**src/rtl/rf_loader.sv**
```systemverilog
// Byte-stream front end for the matrix register file: packs eight accepted
// bytes into one row and issues one register-file write per row.
module rf_loader #(
    parameter int ROWS = 8
) (
    input  logic       clk,
    input  logic       rst,
    input  logic       start,
    input  logic       abort,
    input  logic       s_valid,
    input  logic [7:0] s_data,
    output logic       s_ready,
    output logic       rf_enable,
    output logic       write,
    output logic [2:0] idx,
    output logic [7:0] rf_data_0,
    output logic [7:0] rf_data_1,
    output logic [7:0] rf_data_2,
    output logic [7:0] rf_data_3,
    output logic [7:0] rf_data_4,
    output logic [7:0] rf_data_5,
    output logic [7:0] rf_data_6,
    output logic [7:0] rf_data_7,
    output logic       busy,
    output logic       done
);

    typedef enum logic [1:0] {
        IDLE,
        FILL,
        WRITE,
        DONE
    } state_t;

    localparam logic [2:0] LAST_ROW = 3'(ROWS - 1);

    state_t     state;
    logic [2:0] row_cnt;
    logic [2:0] byte_cnt;
    logic [7:0] lanes [8];

    // Every output is registered alongside the state it belongs to, so
    // s_ready never depends combinationally on s_valid.
    always_ff @(posedge clk) begin
        if (rst) begin
            state     <= IDLE;
            row_cnt   <= '0;
            byte_cnt  <= '0;
            s_ready   <= 1'b0;
            rf_enable <= 1'b0;
            write     <= 1'b0;
            idx       <= '0;
            busy      <= 1'b0;
            done      <= 1'b0;
            for (int k = 0; k < 8; k++) begin
                lanes[k] <= '0;
            end
        end else begin
            rf_enable <= 1'b0;
            write     <= 1'b0;
            done      <= 1'b0;
            if (abort) begin
                state    <= IDLE;
                row_cnt  <= '0;
                byte_cnt <= '0;
                idx      <= '0;
                s_ready  <= 1'b0;
                busy     <= 1'b0;
            end else begin
                case (state)
                    IDLE: begin
                        if (start) begin
                            state    <= FILL;
                            row_cnt  <= '0;
                            byte_cnt <= '0;
                            idx      <= '0;
                            s_ready  <= 1'b1;
                            busy     <= 1'b1;
                        end
                    end
                    FILL: begin
                        if (s_valid && s_ready) begin
                            lanes[byte_cnt] <= s_data;
                            byte_cnt        <= byte_cnt + 3'd1;
                            if (byte_cnt == 3'd7) begin
                                state     <= WRITE;
                                s_ready   <= 1'b0;
                                rf_enable <= 1'b1;
                                write     <= 1'b1;
                            end
                        end
                    end
                    WRITE: begin
                        // idx only advances when the next row starts filling
                        if (row_cnt == LAST_ROW) begin
                            state <= DONE;
                            busy  <= 1'b0;
                            done  <= 1'b1;
                        end else begin
                            state    <= FILL;
                            row_cnt  <= row_cnt + 3'd1;
                            idx      <= row_cnt + 3'd1;
                            byte_cnt <= '0;
                            s_ready  <= 1'b1;
                        end
                    end
                    DONE: begin
                        state <= IDLE;
                    end
                    default: begin
                        state   <= IDLE;
                        s_ready <= 1'b0;
                        busy    <= 1'b0;
                    end
                endcase
            end
        end
    end

    assign rf_data_0 = lanes[0];
    assign rf_data_1 = lanes[1];
    assign rf_data_2 = lanes[2];
    assign rf_data_3 = lanes[3];
    assign rf_data_4 = lanes[4];
    assign rf_data_5 = lanes[5];
    assign rf_data_6 = lanes[6];
    assign rf_data_7 = lanes[7];

endmodule

```
**config.mk**
```make
export PLATFORM = sky130hd
export DESIGN_NAME = rf_loader
export DESIGN_NICKNAME = d
export VERILOG_FILES = /design/src/rtl/rf_loader.sv
export SDC_FILE = /design/constraint.sdc
export NUM_CORES = 1
export LEC_CHECK = 0
export ABC_AREA = 1
export CAP_MARGIN = 20
export CORE_UTILIZATION = 50
export CTS_CLUSTER_SIZE = 30
export DETAILED_ROUTE_END_ITERATION = 8
export PLACE_DENSITY = 0.84
export SYNTH_ARGS = -nofsm -noshare
export SYNTH_HDL_FRONTEND = slang
export SYNTH_SLANG_ARGS = --single-unit
```
**constraint.sdc**
```tcl
create_clock -name clk -period 4 [get_ports clk]
set_input_delay 1 -clock clk [delete_from_list [all_inputs] [get_ports clk]]
set_output_delay 1 -clock clk [all_outputs]
set_load 0.1 [all_outputs]
```
## Word level (Yosys, flattened, before mapping)

Memories as Yosys holds them, arrays and structs flattened.
Cells that the tools add are included.

- Register bits after elaboration: 12
- Memory bits (writable): 64
- Word-level logic and storage cells: 66
- Memories: 1

- Add/sub/neg operators: 2
- Equal/unequal tests: 10
- Muxes and demuxes: 30
- Bitwise logic cells: 3
- Reductions and logical operators: 13

Memories:

| memory | depth | bits a word | read ports | clocked after memory_dff | wr ports | line | source |
|---|---|---|---|---|---|---|---|
| lanes | 8 | 8 | 8 | 0 | 8 | 40 | `logic [7:0] lanes [8];` |

Operator list:

| kind | count |
|---|---|
| $mux 1 | 15 |
| $mux 3 | 5 |
| $ne 2x2->1 const B | 5 |
| $pmux 3 s3 | 1 |
| $reduce_and 3->1 | 3 |
| $mux 2 | 4 |
| $mux 8 | 1 |
| $pmux 2 s4 | 1 |
| $reduce_or 8->1 | 1 |
| $add 3x1->3 const B | 2 |
| $eq 3x3->1 const B | 2 |
| $pmux 3 s2 | 1 |
| $reduce_and 5->1 | 1 |
| $eq 2x2->1 const B | 2 |
| $reduce_and 4->1 | 1 |
| $reduce_or 4->1 | 1 |
| $not 1->1 | 3 |
| $pmux 1 s3 | 1 |
| $reduce_bool 3->1 | 1 |
| $reduce_or 3->1 | 1 |
| $eq 2x1->1 const B | 1 |
| $logic_not 2->1 | 1 |
| $pmux 1 s2 | 1 |
| $reduce_bool 2->1 | 1 |
| 2 further kinds | 2 |

## Longest topological paths before layout

Gate-level depths: netlist of run 1.

- Depth after elaboration: 8
- Mapped depth: 8
- Depth with buffers taken out: 8

## Worst setup path before layout of run 1

Ideal clock, no wire load.

- Kind: flip-flop to output port
- Start point: register write
- End point: output write
- Arrival: 1.356 ns
- Required time: 3.000 ns
- Path slack: 1.644 ns
- Stages on the path, launching flop included: 2
- Buffers on the path: 1
- Path through: dfxtp_1 buf_4

RTL lines:

| item | line | source |
|---|---|---|
| start: declaration | 14 | `output logic write,` |
| start signal: assignment | 51 | `write <= 1'b0;` |
| start signal: assignment | 60 | `write <= 1'b0;` |
| start signal: assignment | 89 | `write <= 1'b1;` |

No word-level cell between the ends.

==> results.cfg, run 1 <==
[run_status]
status = completed

[placed_design]
place_inst = 385
gp_congestion = 0.7998
hpwlAfterDp_um = 4250
placed_area_um2 = 3849
io_buffer_count = 84

[global_route]
grt_pass1_wl_um = 9508
grt_remaining_overflow = 0
antenna_found_initial = 0
grt_max_degree = 14
grt_pass1_vias = 1918
grt_usage_pct = 21.56

[drt]
via_per_inst = 5.088
drc = 0
drt-initial-drc-count = 128
num_vias = 2035
ant_nets = 0
routed_wirelength_um = 6059
avgRoutedWirePerCell_um = 15.15
first_pass_iters = 4

[sta]
period_share_pct = 72.18
worst_pin_slew_ns = 0.9829
rsz0062_at_grt = false
finalMaxSlewViolations = 0
hold_violations = 0
relSlewSlack_pct = 34.27
setup_viol = 0
clock-skew-final_ns = 0.009915
clock.fmax_mhz = 346.4
period_minus_slack_ns = 2.887
setup_tns_ns = 0

[cts]
tritoncts = done
cts_root_buffer = clkbuf_8
cts_resized = 0
path_clk_slew_ns = 0.07
cts_inserted_buffers = 9
htree_levels = 3
postCtsSetupBuffers = 0
cts_sinks = 76
clk_latency_ns = 0.34
clockBufferDepth = 2
hold_buffers = 0

[synth]
yosys.area.top_type = edfxtp_1
synth.avg_cell_area_um2 = 12.72
netlist_area_um2 = 2925
ys_seq_area_share_pct = 73.91
synth_cells = 230
synth_area_leaders = edfxtp_1 (66%), nor2_1 (9.5%), dfxtp_1 (8.2%)
synth_seq_cells = 76
netlist-cell-type-count = 18
synth_nets = 247
synth-edff-count = 64
synthArstFlopShare_pct = 0
synth_top_cell_area_share_pct = 65.70
yosysWarnings = 0
synthFlopType = edfxtp_1

[setup_path]
crit_path_cell_trace = clkdlybuf4s50_1
path_buf_inv = 1
critPathLaunchType = register
required_ns = 3.00
r2r-start = state[0]
reg2reg_slack_ns = 2.15
critPathArrivalTime_ns = 1.89
slowest_stage = clkdlybuf4s50_1
crit_family = buffers and inverters
reg2reg_to = lanes[4][2]
max_stage_delay_ns = 1.15
crit_path_max_fanout = 4
cp.depth = 1
critPathCaptureType = output pin
r2r_cells = 8
path_class = reg -> out

[die]
die_x_um = 78.49
dieArea_um2 = 6161
die_h_um = 78.49
fp-row-count = 27
core-area_um2 = 5574
start_util_pct = 52.48
ios = 85

[finish]
nNetsFinal = 341
area_delta_synth_final_pct = 38.88
drive_above_1_share_pct = 9.451
diodes = 0
final_common_cell = clkdlybuf4s50_1
final_cell_mix = clkdlybuf4s50_1 (84), nor2_1 (74), edfxtp_1 (64)
stdcell_area_um2 = 4063
stdcell_count = 400

[pwr]
power_mw = 1.825
power.leakage_nw = 1.688
power_density_nw_per_um2 = 449.1
peakVddDrop_uv = 256.6

[job]
cap_viol_max_count = 0

[hold_path]
hold_class = reg -> reg
hold_depth = 2
min_delay_worst_endpoint = busy
worstHoldStart = busy
metrics by stage:
step	utilization (%)	setup slack, ns	hold slack, ns
4_1_cts	72.88	1.097	0.4754
6_report	72.88	1.113	0.4685
3_5_place_dp	69.05	1.141	0.4626
3_3_place_gp	69.05	1.227	0.4521
2_1_floorplan	-	1.644	0.4947
5_1_grt	72.88	1.074	0.4938
state kept, by name, indices dropped and copies added, names as in the netlist:
name and cells:
lanes 64, busy 1, byte_cnt 3, row_cnt 3
done 1, write 1, s_ready 1, state 2
power breakdown:
| part | switching, mW | total [mW] | internal (mW) |
|---|---|---|---|
| Combinational | 0.253 | 0.315 | 0.0616 |
| Sequential | 0.0107 | 0.893 | 0.882 |
| Clock | 0.269 | 0.617 | 0.348 |
final cells by class:
cell class	count	area (um2)
clock buffer	9	123.9
clock inverter	6	90.09
fill	348	1511
inverter	18	67.56
multi-input combinational	135	688.2
sequential	76	2162
tap	72	90.09
timing repair buffer	84	840.8
worst reg2reg max path: cells and delay by family, from the launching register on:
kind                   cells  cell delay, ns
flip-flops                 1            0.42
buffers and inverters      2            0.15
AND/OR/NAND/NOR            6            0.96
metal layers:
metal | share of wire, % | vias up | GRT usage (%)
li1 | - | 962 | -
met1 | 39 | 924 | 25.35
met2 | 50 | 137 | 36.40
met3 | 9.1 | 12 | 4.070
met4 | 1.8 | 0 | 13.52
met5 | 0 | - | 0
cell usage after synthesis (3+ instances only):
library cell,instances
edfxtp_1,64
nor3_1,3
inv_2,3
ha_1,4
dfxtp_1,12
nand3_1,3
o21ai_1,3
inv_1,14
a21oi_1,12
nand2_4,9
nand2_1,21
nor2_1,74
kinds of logic (layout without fill, tap and decap cells):
family / after synthesis / count (layout) / share of synthesized area, %
simple gates: 115 / 115 / 19.08
flops: 76 / 76 / 73.91
buf+inv: 19 / 117 / 2.566
compound gates: 16 / 16 / 2.737
fa+ha+maj: 4 / 4 / 1.711
how the worst max path moves through the flow:
stage,start,end,slack (ns)
after floorplan,write,write,1.64
after global placement,rst,lanes[5][1],1.23
after detailed placement,abort,lanes[3][2],1.14
after CTS,row_cnt[0],idx[0],1.10
after global routing,row_cnt[0],idx[0],1.07
final,row_cnt[0],idx[0],1.11
(Power assumes the default switching activity.)
==> inputs of run 2 (changes only) <==
- CORE_UTILIZATION: 50 -> 47
- PLACE_DENSITY: 0.84 -> 0.79
- clock period: 4 -> 2.99 ns (I/O delays scaled with it)
==> run 2 against run 1 <==
Compared with the run above:
- sequential cell count is the same
- register-to-register slack lost 0.98 ns
- wire length shrank 4.0%
- core utilization shrank 7.8 points
==> results.cfg, run 2 (synthesis gave the netlist of run 1 again) <==
[pwr]
p_seq_share_pct = 50.2
power.switching_uw = 738.8
p_clk_share_pct = 32.6
power.leakage_nw = 1.774
comb_power_share_pct = 17.2
internal_power_mw = 1.640
sw_frac_of_total_pct = 31.06
power_density_nw_per_um2 = 613.2
peakVddDrop_uv = 321.9

[setup_path]
critPathArrivalTime_ns = 2.19
critPathLaunchType = input port
r2r-start = state[0]
crit_path_max_fanout = 9
reg2reg_slack_ns = 1.17
max_stage_delay_ns = 0.45
path_class = in -> reg
critPathCaptureType = register
required_ns = 2.99
slowest_stage = clkdlybuf4s50_1
reg2reg_to = lanes[5][7]
crit_family = simple AND/OR/NAND/NOR gates
path_buf_inv = 1
crit_path_cell_trace = clkdlybuf4s50_1 -> nand2_1 -> nor2_4 -> nand2_4 -> nor2_8 -> nand2_4 -> nand2_1
r2r_cells = 8

[sta]
setup_tns_ns = 0
relSlewSlack_pct = 72.03
setup_viol = 0
finalMaxSlewViolations = 0
hold_violations = 0
clock-skew-final_ns = 0.01600
period_minus_slack_ns = 2.193
rsz0062_at_grt = false
clock.fmax_mhz = 455.9
period_share_pct = 73.35
worst_pin_slew_ns = 0.4180

[die]
die_h_um = 80.89
core-area_um2 = 5956
dieArea_um2 = 6543
fp-row-count = 28
ios = 85
start_util_pct = 49.12
die_x_um = 80.89

[placed_design]
io_buffer_count = 84
placed_area_um2 = 3680
gp_congestion = 0.8473
hpwlAfterDp_um = 4165
place_inst = 389

[finish]
area_delta_synth_final_pct = 32.59
drive_above_1_share_pct = 31.52
largest_reg_flops = 64
largest_registers = lanes (64), byte_cnt (3), row_cnt (3)
final_util_pct = 65.13
final_cell_mix = nor2_1 (74), buf_4 (73), edfxtp_1 (64)
nNetsFinal = 342
top_register = lanes
stdcell_count = 405
final_common_cell = nor2_1
diodes = 0
stdcell_area_um2 = 3879

[drt]
ant_nets = 0
routed_wirelength_um = 5818
drt-initial-drc-count = 158
first_pass_iters = 4
avgRoutedWirePerCell_um = 14.37
num_vias = 1991
drc = 0
via_per_inst = 4.916

[cts]
clk_latency_ns = 0.34
cts_resized = 0
cts_root_buffer = clkbuf_8
clockBufferDepth = 2
hold_buffers = 0
tritoncts = done
path_clk_slew_ns = 0.07
cts_sinks = 76
postCtsSetupBuffers = 0
cts_inserted_buffers = 9
htree_levels = 3

[global_route]
grt_max_degree = 15
antenna_found_initial = 0
grt_pass1_wl_um = 8362
grt_usage_pct = 18.28
grt_remaining_overflow = 0
grt_pass1_vias = 1750

[job]
cap_viol_max_count = 0

[hold_path]
min_delay_worst_endpoint = busy
worstHoldStart = busy
hold_depth = 2
hold_class = reg -> reg

[run_status]
status = completed
-- run 2: worst min-delay path: stages (launching register included) --
cell	delay, ns
dfxtp_1	0.32
nand2_1	0.06
a21oi_1	0.06
-- run 2: worst max path at each step --
stage / startpoint / end / slack, ns / cells after the start
3_5_place_dp: s_valid / lanes[5][3] / 0.46 / 7
4_1_cts: s_valid / lanes[5][7] / 0.80 / 7
6_report: s_valid / lanes[5][7] / 0.80 / 7
2_1_floorplan: s_ready / lanes[5][0] / 0.65 / 6
3_3_place_gp: s_valid / lanes[5][2] / 0.50 / 7
5_1_grt: s_valid / lanes[1][3] / 0.69 / 7
-- run 2: power by group through the flow --
stage / clock [mW] / combinational, mW / sequential (mW)
final: 0.775 / 0.409 / 1.19
after global routing: 0.819 / 0.421 / 1.20
after CTS: 0.773 / 0.410 / 1.20
after detailed placement: 0 / 0.409 / 1.22
after global placement: 0 / 0.406 / 1.22
after floorplan: 0 / 0.0473 / 1.49
-- run 2: layer usage --
metal / GRT usage [%] / wire, um / vias up
met5: 0 / 0 / -
met4: 9.107 / 153 / 0
met3: 5.843 / 587 / 18
met2: 28.99 / 2729 / 117
met1: 22.54 / 2347 / 891
li1: - / - / 965
-- run 2: metrics by stage --
stage                     total power, mW  setup WS (ns)  hold WS (ns)
final                               2.379         0.7967        0.4804
after floorplan                     1.534         0.6476        0.4947
after global routing                2.438         0.6893        0.5361
after global placement              1.625         0.4989        0.4558
after CTS                           2.377         0.8049        0.4878
after detailed placement            1.628         0.4566        0.4687
-- run 2: cell type report --
cell class,count,area [um2]
clock buffers,9,123.9
clock inverters,7,75.07
fillers,445,2077
inverters,18,67.56
multi-input cells,135,688.2
flip-flops and latches,76,2162
well taps,75,93.84
repair buffers,85,668.1
